## config.mk

```make
export PLATFORM = sky130hd
export DESIGN_NAME = mem_slot_arbiter
export DESIGN_NICKNAME = d
export VERILOG_FILES = /design/src/rtl/mem_slot_arbiter.sv
export SDC_FILE = /design/constraint.sdc
export NUM_CORES = 1
export LEC_CHECK = 0
export ABC_AREA = 1
export CAP_MARGIN = 5
export CORE_UTILIZATION = 38
export DETAILED_ROUTE_END_ITERATION = 8
export PLACE_DENSITY = 0.7
export SYNTH_ARGS = -nofsm -noshare
export SYNTH_HDL_FRONTEND = slang
export SYNTH_SLANG_ARGS = --single-unit
```

## constraint.sdc

```tcl
create_clock -name clk -period 1.3 [get_ports clk]
set_input_delay 0.13 -clock clk [delete_from_list [all_inputs] [get_ports clk]]
set_output_delay 0.13 -clock clk [all_outputs]
set_load 0.1 [all_outputs]
```

## src/rtl/mem_slot_arbiter.sv

```systemverilog
// Bus-phase / slot scheduler arbitrating shared RAM between fixed-priority device
// fetchers and the CPU; produces the CPU acknowledge and a per-slot cycle_ready strobe.
module mem_slot_arbiter #(
    parameter int                PHASE_BITS   = 3,
    parameter int                SLOTS        = 2,
    parameter logic [SLOTS-1:0]  DEV_SLOT_MAP = 2'b01,
    parameter int                NUM_DEV      = 3,
    parameter int                LATCH_PHASE  = 2,
    parameter int                DONE_PHASE   = 4,
    parameter int                ALLOW_BORROW = 1,
    localparam int               SLOT_W       = (SLOTS > 1) ? $clog2(SLOTS) : 1
) (
    input  logic                  clk,
    input  logic                  reset,
    input  logic                  clk_en,
    input  logic                  cpu_req,
    input  logic [NUM_DEV-1:0]    dev_req,
    output logic [PHASE_BITS-1:0] phase,
    output logic [SLOT_W-1:0]     slot,
    output logic                  dev_slot,
    output logic [NUM_DEV-1:0]    dev_grant,
    output logic                  cpu_grant,
    output logic                  cpu_ack,
    output logic                  cycle_ready
);

    localparam logic [PHASE_BITS-1:0] PH_LAST     = '1;
    localparam logic [PHASE_BITS-1:0] PH_PRE_LAST = PHASE_BITS'((2 ** PHASE_BITS) - 2);
    // Phase value whose enabled edge enters LATCH_PHASE (wraps for LATCH_PHASE == 0).
    localparam logic [PHASE_BITS-1:0] PH_LATCH_IN = PHASE_BITS'(LATCH_PHASE - 1 + (2 ** PHASE_BITS));
    localparam logic [PHASE_BITS-1:0] PH_DONE     = PHASE_BITS'(DONE_PHASE);
    localparam logic [SLOT_W-1:0]     SLOT_LAST   = SLOT_W'(SLOTS - 1);

    logic [PHASE_BITS-1:0] phase_q, phase_d;
    logic [SLOT_W-1:0]     slot_q, slot_d;
    logic [NUM_DEV-1:0]    dev_grant_q, dev_grant_d;
    logic                  cpu_latch_q, cpu_latch_d;
    logic                  cpu_grant_q, cpu_grant_d;
    logic                  cpu_ack_q, cpu_ack_d;
    logic                  served_q, served_d;
    logic                  cycle_ready_q, cycle_ready_d;

    logic wrap;
    logic latch_en;
    logic next_dev_slot;

    always_comb begin
        phase_d       = phase_q;
        slot_d        = slot_q;
        dev_grant_d   = dev_grant_q;
        cpu_latch_d   = cpu_latch_q;
        cpu_grant_d   = cpu_grant_q;
        served_d      = served_q;
        wrap          = clk_en && (phase_q == PH_LAST);
        latch_en      = clk_en && (phase_q == PH_LATCH_IN);

        if (clk_en) begin
            phase_d = phase_q + 1'b1;
            if (phase_q == PH_LAST) begin
                slot_d = (slot_q == SLOT_LAST) ? '0 : slot_q + 1'b1;
            end
        end
        next_dev_slot = DEV_SLOT_MAP[slot_d];

        // Entering phase 0: highest-priority (lowest-index) device wins the slot.
        if (wrap) begin
            dev_grant_d = next_dev_slot ? (dev_req & (~dev_req + NUM_DEV'(1))) : '0;
            cpu_grant_d = 1'b0;
            cpu_latch_d = 1'b0;
        end

        if (latch_en) begin
            cpu_latch_d = cpu_req;
            cpu_grant_d = cpu_req && !served_q &&
                          (!next_dev_slot || ((ALLOW_BORROW != 0) && (dev_grant_d == '0)));
        end

        // One acknowledged bus cycle per CPU request: block re-grant until cpu_req is seen low.
        if (clk_en && !cpu_req) begin
            served_d = 1'b0;
        end else if (cpu_ack_q) begin
            served_d = 1'b1;
        end

        cpu_ack_d     = cpu_req && cpu_grant_q && cpu_latch_q && (phase_q >= PH_DONE) && !wrap;
        cycle_ready_d = clk_en && (phase_q == PH_PRE_LAST);
    end

    always_ff @(posedge clk) begin
        if (reset) begin
            phase_q       <= '0;
            slot_q        <= '0;
            dev_grant_q   <= '0;
            cpu_latch_q   <= 1'b0;
            cpu_grant_q   <= 1'b0;
            cpu_ack_q     <= 1'b0;
            served_q      <= 1'b0;
            cycle_ready_q <= 1'b0;
        end else begin
            phase_q       <= phase_d;
            slot_q        <= slot_d;
            dev_grant_q   <= dev_grant_d;
            cpu_latch_q   <= cpu_latch_d;
            cpu_grant_q   <= cpu_grant_d;
            cpu_ack_q     <= cpu_ack_d;
            served_q      <= served_d;
            cycle_ready_q <= cycle_ready_d;
        end
    end

    assign phase       = phase_q;
    assign slot        = slot_q;
    assign dev_slot    = DEV_SLOT_MAP[slot_q];
    assign dev_grant   = dev_grant_q;
    assign cpu_grant   = cpu_grant_q;
    assign cpu_ack     = cpu_ack_q;
    assign cycle_ready = cycle_ready_q;

endmodule

```

# Word level (Yosys, flattened, before mapping)
# Cells that the tools add are included.
[word_totals]
register_bits = 12
latch_bits = 0
ram_bits = 0
romBits = 0
inputBits = 7
out_inout_bits = 11
elab_cells = 49
memories = 0
[op_classes]
add_sub_neg = 3
multipliers = 0
div_mod_pow = 0
n_lt_le_gt_ge = 3
eq_ne = 3
shift = 0
mux = 12
bitwise = 2
reduce_logical = 18
[ops]
columns = ["op", "count"]
rows = [
  ["logical AND 1 bit", 10],
  ["2-to-1 mux 1 bit", 10],
  ["adder 3 x 1 -> 3 bit (second input constant)", 2],
  ["equality test 3 bit (second input constant)", 2],
  ["2-to-1 mux 3 bit", 2],
  ["logical NOT 1 bit", 4],
  ["< comparator 1 x 2 -> 1 bit (second input constant)", 2],
  ["AND 3 bit", 1],
  ["equality test 3 x 1 -> 1 bit (second input constant)", 1],
  ["greater-or-equal comparator 3 bit (second input constant)", 1],
  ["logical NOT 3 bit", 1],
  ["NOT 3 bit", 1],
  ["nonzero test 2 bit", 1],
  ["OR reduction 2 bit", 1],
  ["adder 1 bit (second input constant)", 1],
  ["logical OR 1 bit", 1],
]

# Logic depth before layout (Yosys ltp)
[depth]
ltp_word = 12
depth_mapped = 10
mapped_depth_nobuf = 10

# Worst setup path before layout
# OpenSTA, ideal clock, no wires.
[synth_timing]
path_kind = "register to register"
startpoint = "register slot_q (netlist: slot)"
endpoint = "register cpu_grant_q (netlist: cpu_grant)"
setup_time_ns = 0.068
arrival_time_ns = 2.153
required_ns = 1.232
slack_ns = -0.921
path_stages_with_launch = 7
path_buffers = 0
period_less_slack_ns = 2.221
cell_sequence = "dfxtp_1 -> inv_1 -> nand2_1 -> nand2_1 -> nand2_1 -> nand2_1 -> a21oi_2"
[synth_via]
elab_chain_len = 12
elab_cells_between_ends = 13
classes_between = "add/sub (1); mux (8); reduce/logical (4)"
[synth_lines]
columns = ["item", "line", "text"]
rows = [
  ["start, declared", "35", "logic [SLOT_W-1:0] slot_q, slot_d;"],
  ["start signal, assigned", "101", "slot_q <= slot_d;"],
  ["adder 1 bit", "60", "slot_d = (slot_q == SLOT_LAST) ? '0 : slot_q + 1'b1;"],
  ["2-to-1 mux 1 bit", "60", ""],
  ["2-to-1 mux 1 bit", "59", "if (phase_q == PH_LAST) begin"],
  ["2-to-1 mux 1 bit *", "57", "if (clk_en) begin"],
  ["2-to-1 mux 1 bit (not written as such) * (2 in series)", "63", "next_dev_slot = DEV_SLOT_MAP[slot_d];"],
  ["2-to-1 mux 3 bit", "67", "dev_grant_d = next_dev_slot ? (dev_req & (~dev_req + NUM_DEV'(1))) : '0;"],
  ["2-to-1 mux 3 bit", "66", "if (wrap) begin"],
  ["logical NOT 3 bit", "75", "(!next_dev_slot || ((ALLOW_BORROW != 0) && (dev_grant_d == '0)));"],
  ["logical OR 1 bit *", "75", ""],
  ["logical AND 1 bit *", "74", "cpu_grant_d = cpu_req && !served_q &&"],
  ["2-to-1 mux 1 bit *", "72", "if (latch_en) begin"],
  ["end signal, assigned", "104", "cpu_grant_q <= cpu_grant_d;"],
  ["end, declared", "38", "logic cpu_grant_q, cpu_grant_d;"],
]
# Every way passes the cells marked *; elsewhere a longest branch is shown, timed or not. The select of a mux whose other input is x is not followed.
# A chain may end at the register's enable or synchronous reset.

# Worst setup path in the final report
[layout_timing]
startpoint = "register phase_q[1] (netlist: phase[1])"
endpoint = "register cpu_grant_q (netlist: cpu_grant)"
[layout_via]
elab_chain_len = 11
elab_cells_between_ends = 16
classes_between = "eq/ne (2); mux (7); reduce/logical (7)"
[layout_lines]
columns = ["item", "line", "text"]
rows = [
  ["start, declared", "34", "logic [PHASE_BITS-1:0] phase_q, phase_d;"],
  ["start signal, assigned", "100", "phase_q <= phase_d;"],
  ["equality test 3 bit", "54, 59", ""],
  ["2-to-1 mux 1 bit", "59", ""],
  ["2-to-1 mux 1 bit", "57", ""],
  ["2-to-1 mux 1 bit (not written as such) (2 in series)", "63", ""],
  ["2-to-1 mux 3 bit", "67", ""],
  ["2-to-1 mux 3 bit", "66", ""],
  ["logical NOT 3 bit", "75", ""],
  ["logical OR 1 bit", "75", ""],
  ["logical AND 1 bit", "74", ""],
  ["2-to-1 mux 1 bit", "72", ""],
]
# Parallel ways exist; a longest one is shown, timed or not. The select of a mux whose other input is x is not followed.

==> impl_metrics.toml <==
[logic_synthesis]
synth_area_leaders = "dfxtp_1 43%, ha_1 9.0%, nand2_1 8.1%"
yosysUniqueCellTypes = 17
seq_area_frac_synth = 0.433
synth_fp_nets = 80
yosysTopAreaCell = "dfxtp_1"
yosys_warnings = 0
synthCells = 69
synth.avg_cell_area_um2 = 8.03
yosysTopAreaCellShare = 0.433
ys_ff_latch = 12
synthesis.area_um2 = 554

[timing]
finClkSkew_ns = 0.00693
worstMarginPinSlew_ns = 0.457
hold_viol = 0
drv_slew = 0
worst_slack_ns = -0.0000269
hold_ws_ns = 0.462
fin_crit_ns = 1.30
rsz0062_at_grt = "yes"
max-slew-margin-rel = 0.695
fin_crit_sh = 1.00
clock.fmax_mhz = 769
setup_viol = 1

[worst_setup_path]
path_class = "register to register"
worst_setup_path_start_kind = "register"
worst-r2r-cell-count = 9
crit_arrival_ns = 1.45
worstPathMaxFanout = 5
endpoint_kind = "register"
required_ns = 1.45

[grt]
antenna_found_initial = 0
grt_max_degree = 13
overflow = 0
grt_pass1_wl_mm = 1.93
grt.total_usage = 0.194
grt_pass1_vias = 488

[placed_design]
numPortBuffers = 17
place_ws_ns = -0.122
post-dp-hpwl_um = 955
place.gp.congestion = 0.727
place_area_um2 = 932

[route]
postRouteWirelength_mm = 1.21
drc = 0
drtIter0Drc = 14
avgRoutedWirePerCell_um = 11.1
drtPass1Iterations = 4
vias_per_cell = 4.80
num_vias = 523
ant_nets = 0

[clocking]
clock-root-buffer = "clkbuf_4"
tritoncts = "yes"
htreeDepth = 1
insertion_delay_ns = 0.27
cts_inserted_buffers = 3
post_cts_buffers = 0
ctsHoldBuffers = 0
cts_sinks = 12
clk_path_buf_depth = 2
postCtsResizedCells = 0
clkSlewWorstSetupHoldPaths_ns = 0.08

[layout]
final_common_cell = "nand2_1"
nets = 106
mostFrequentLayoutCells = "12 x nand2_1, 11 x nor2_1, 11 x buf_12, 8 x dfxtp_1"
final_area_um2 = 968
area_growth_pct = 74.7
drive_above_1_share = 0.362
fillCellCount = 96
regArea_um2 = 255
antenna_cells = 0
multiInputGateArea_um2 = 303
final_util = 0.726

[floorplan]
fp.coreArea_um2 = 1330
std_cell_rows = 13
die_h_um = 40.2
die-area_um2 = 1620
start_util = 0.416
num_io_pins = 18
die_w_um = 40.2

[pwr]
vdd_ir_drop_max_uv = 641
p_leak_nw = 0.398
p_total_mw = 0.867
power_density_nw_per_um2 = 895

[min_path]
hold_path.class = "primary input to register"
whs_path_depth = 3

[job]
cap_violations = 0

[run_status]
outcome = "finished with violations"
violations = "negative setup slack"
kinds of logic (layout without fill, tap and decap cells):
kind of cell / Yosys count / in the layout / synth area share
and+or+nand+nor: 36 / 36 / 0.302
DFF: 12 / 12 / 0.433
buffers and inverters: 9 / 34 / 0.0745
AOI/OAI and AO/OA: 8 / 8 / 0.0993
adders and majority gates: 4 / 4 / 0.0903
synthesized netlist by cell type:
master	instances
clkbuf_1	1
nand2_2	1
nand4_1	2
nand2_4	2
nand2_1	12
o21ai_2	1
buf_6	1
ha_1	4
a21oi_1	3
dfxtp_1	12
a21oi_2	1
o21a_1	1
nor2_1	11
inv_1	7
nor3_1	2
nand3_1	6
a211oi_1	2
worst paths after layout:
check                           slack [ns]         to   startpoint
worst max-delay path              -0.00003  cpu_grant     phase[1]
worst min-delay path                  0.46    cpu_ack      cpu_req
worst max register to register    -0.00003  cpu_grant     phase[1]
worst min register to register        0.48    cpu_ack  cpu_latch_q
worst max-delay path, stage by stage, from the launching register on:
cell     delay, ns
dfxtp_4       0.36
ha_4          0.16
ha_4          0.17
nand2_4       0.09
nand2_1       0.06
o21a_1        0.11
nand2_1       0.06
nand2_1       0.05
nand2_1       0.07
a21oi_2       0.05
registers in the layout, summed over array words and instances (netlist names):
signal	cells
dev_grant	3
cpu_ack	1
phase	3
cpu_grant	1
served_q	1
slot	1
cycle_ready	1
cpu_latch_q	1
routing by layer:
metal,vias to the layer above,routed length (µm),global-route usage
met2,14,624,0.351
met5,-,0,0
met4,0,10,0.125
met1,232,511,0.173
li1,275,-,-
met3,2,66,0.0833
power by group:
part           switching [mW]  internal, mW
Clock                   0.127         0.170
Combinational           0.111        0.0749
Sequential            0.00972         0.374
cell type report:
class	count	share of cell area
inverter	7	0.0310
sequential	12	0.264
clock buffer	4	0.0375
timing repair buffer	23	0.336
tap	15	0.0194
multi-input combinational	48	0.313
through the flow:
step,cells,TNS (ns)
floorplan,69,-0.401
global placement,105,-0.0962
detailed placement,105,-0.134
CTS,109,-0.00825
global route,109,-0.0891
finish,109,-0.0000269
Power figures use the tool's default switching activity.
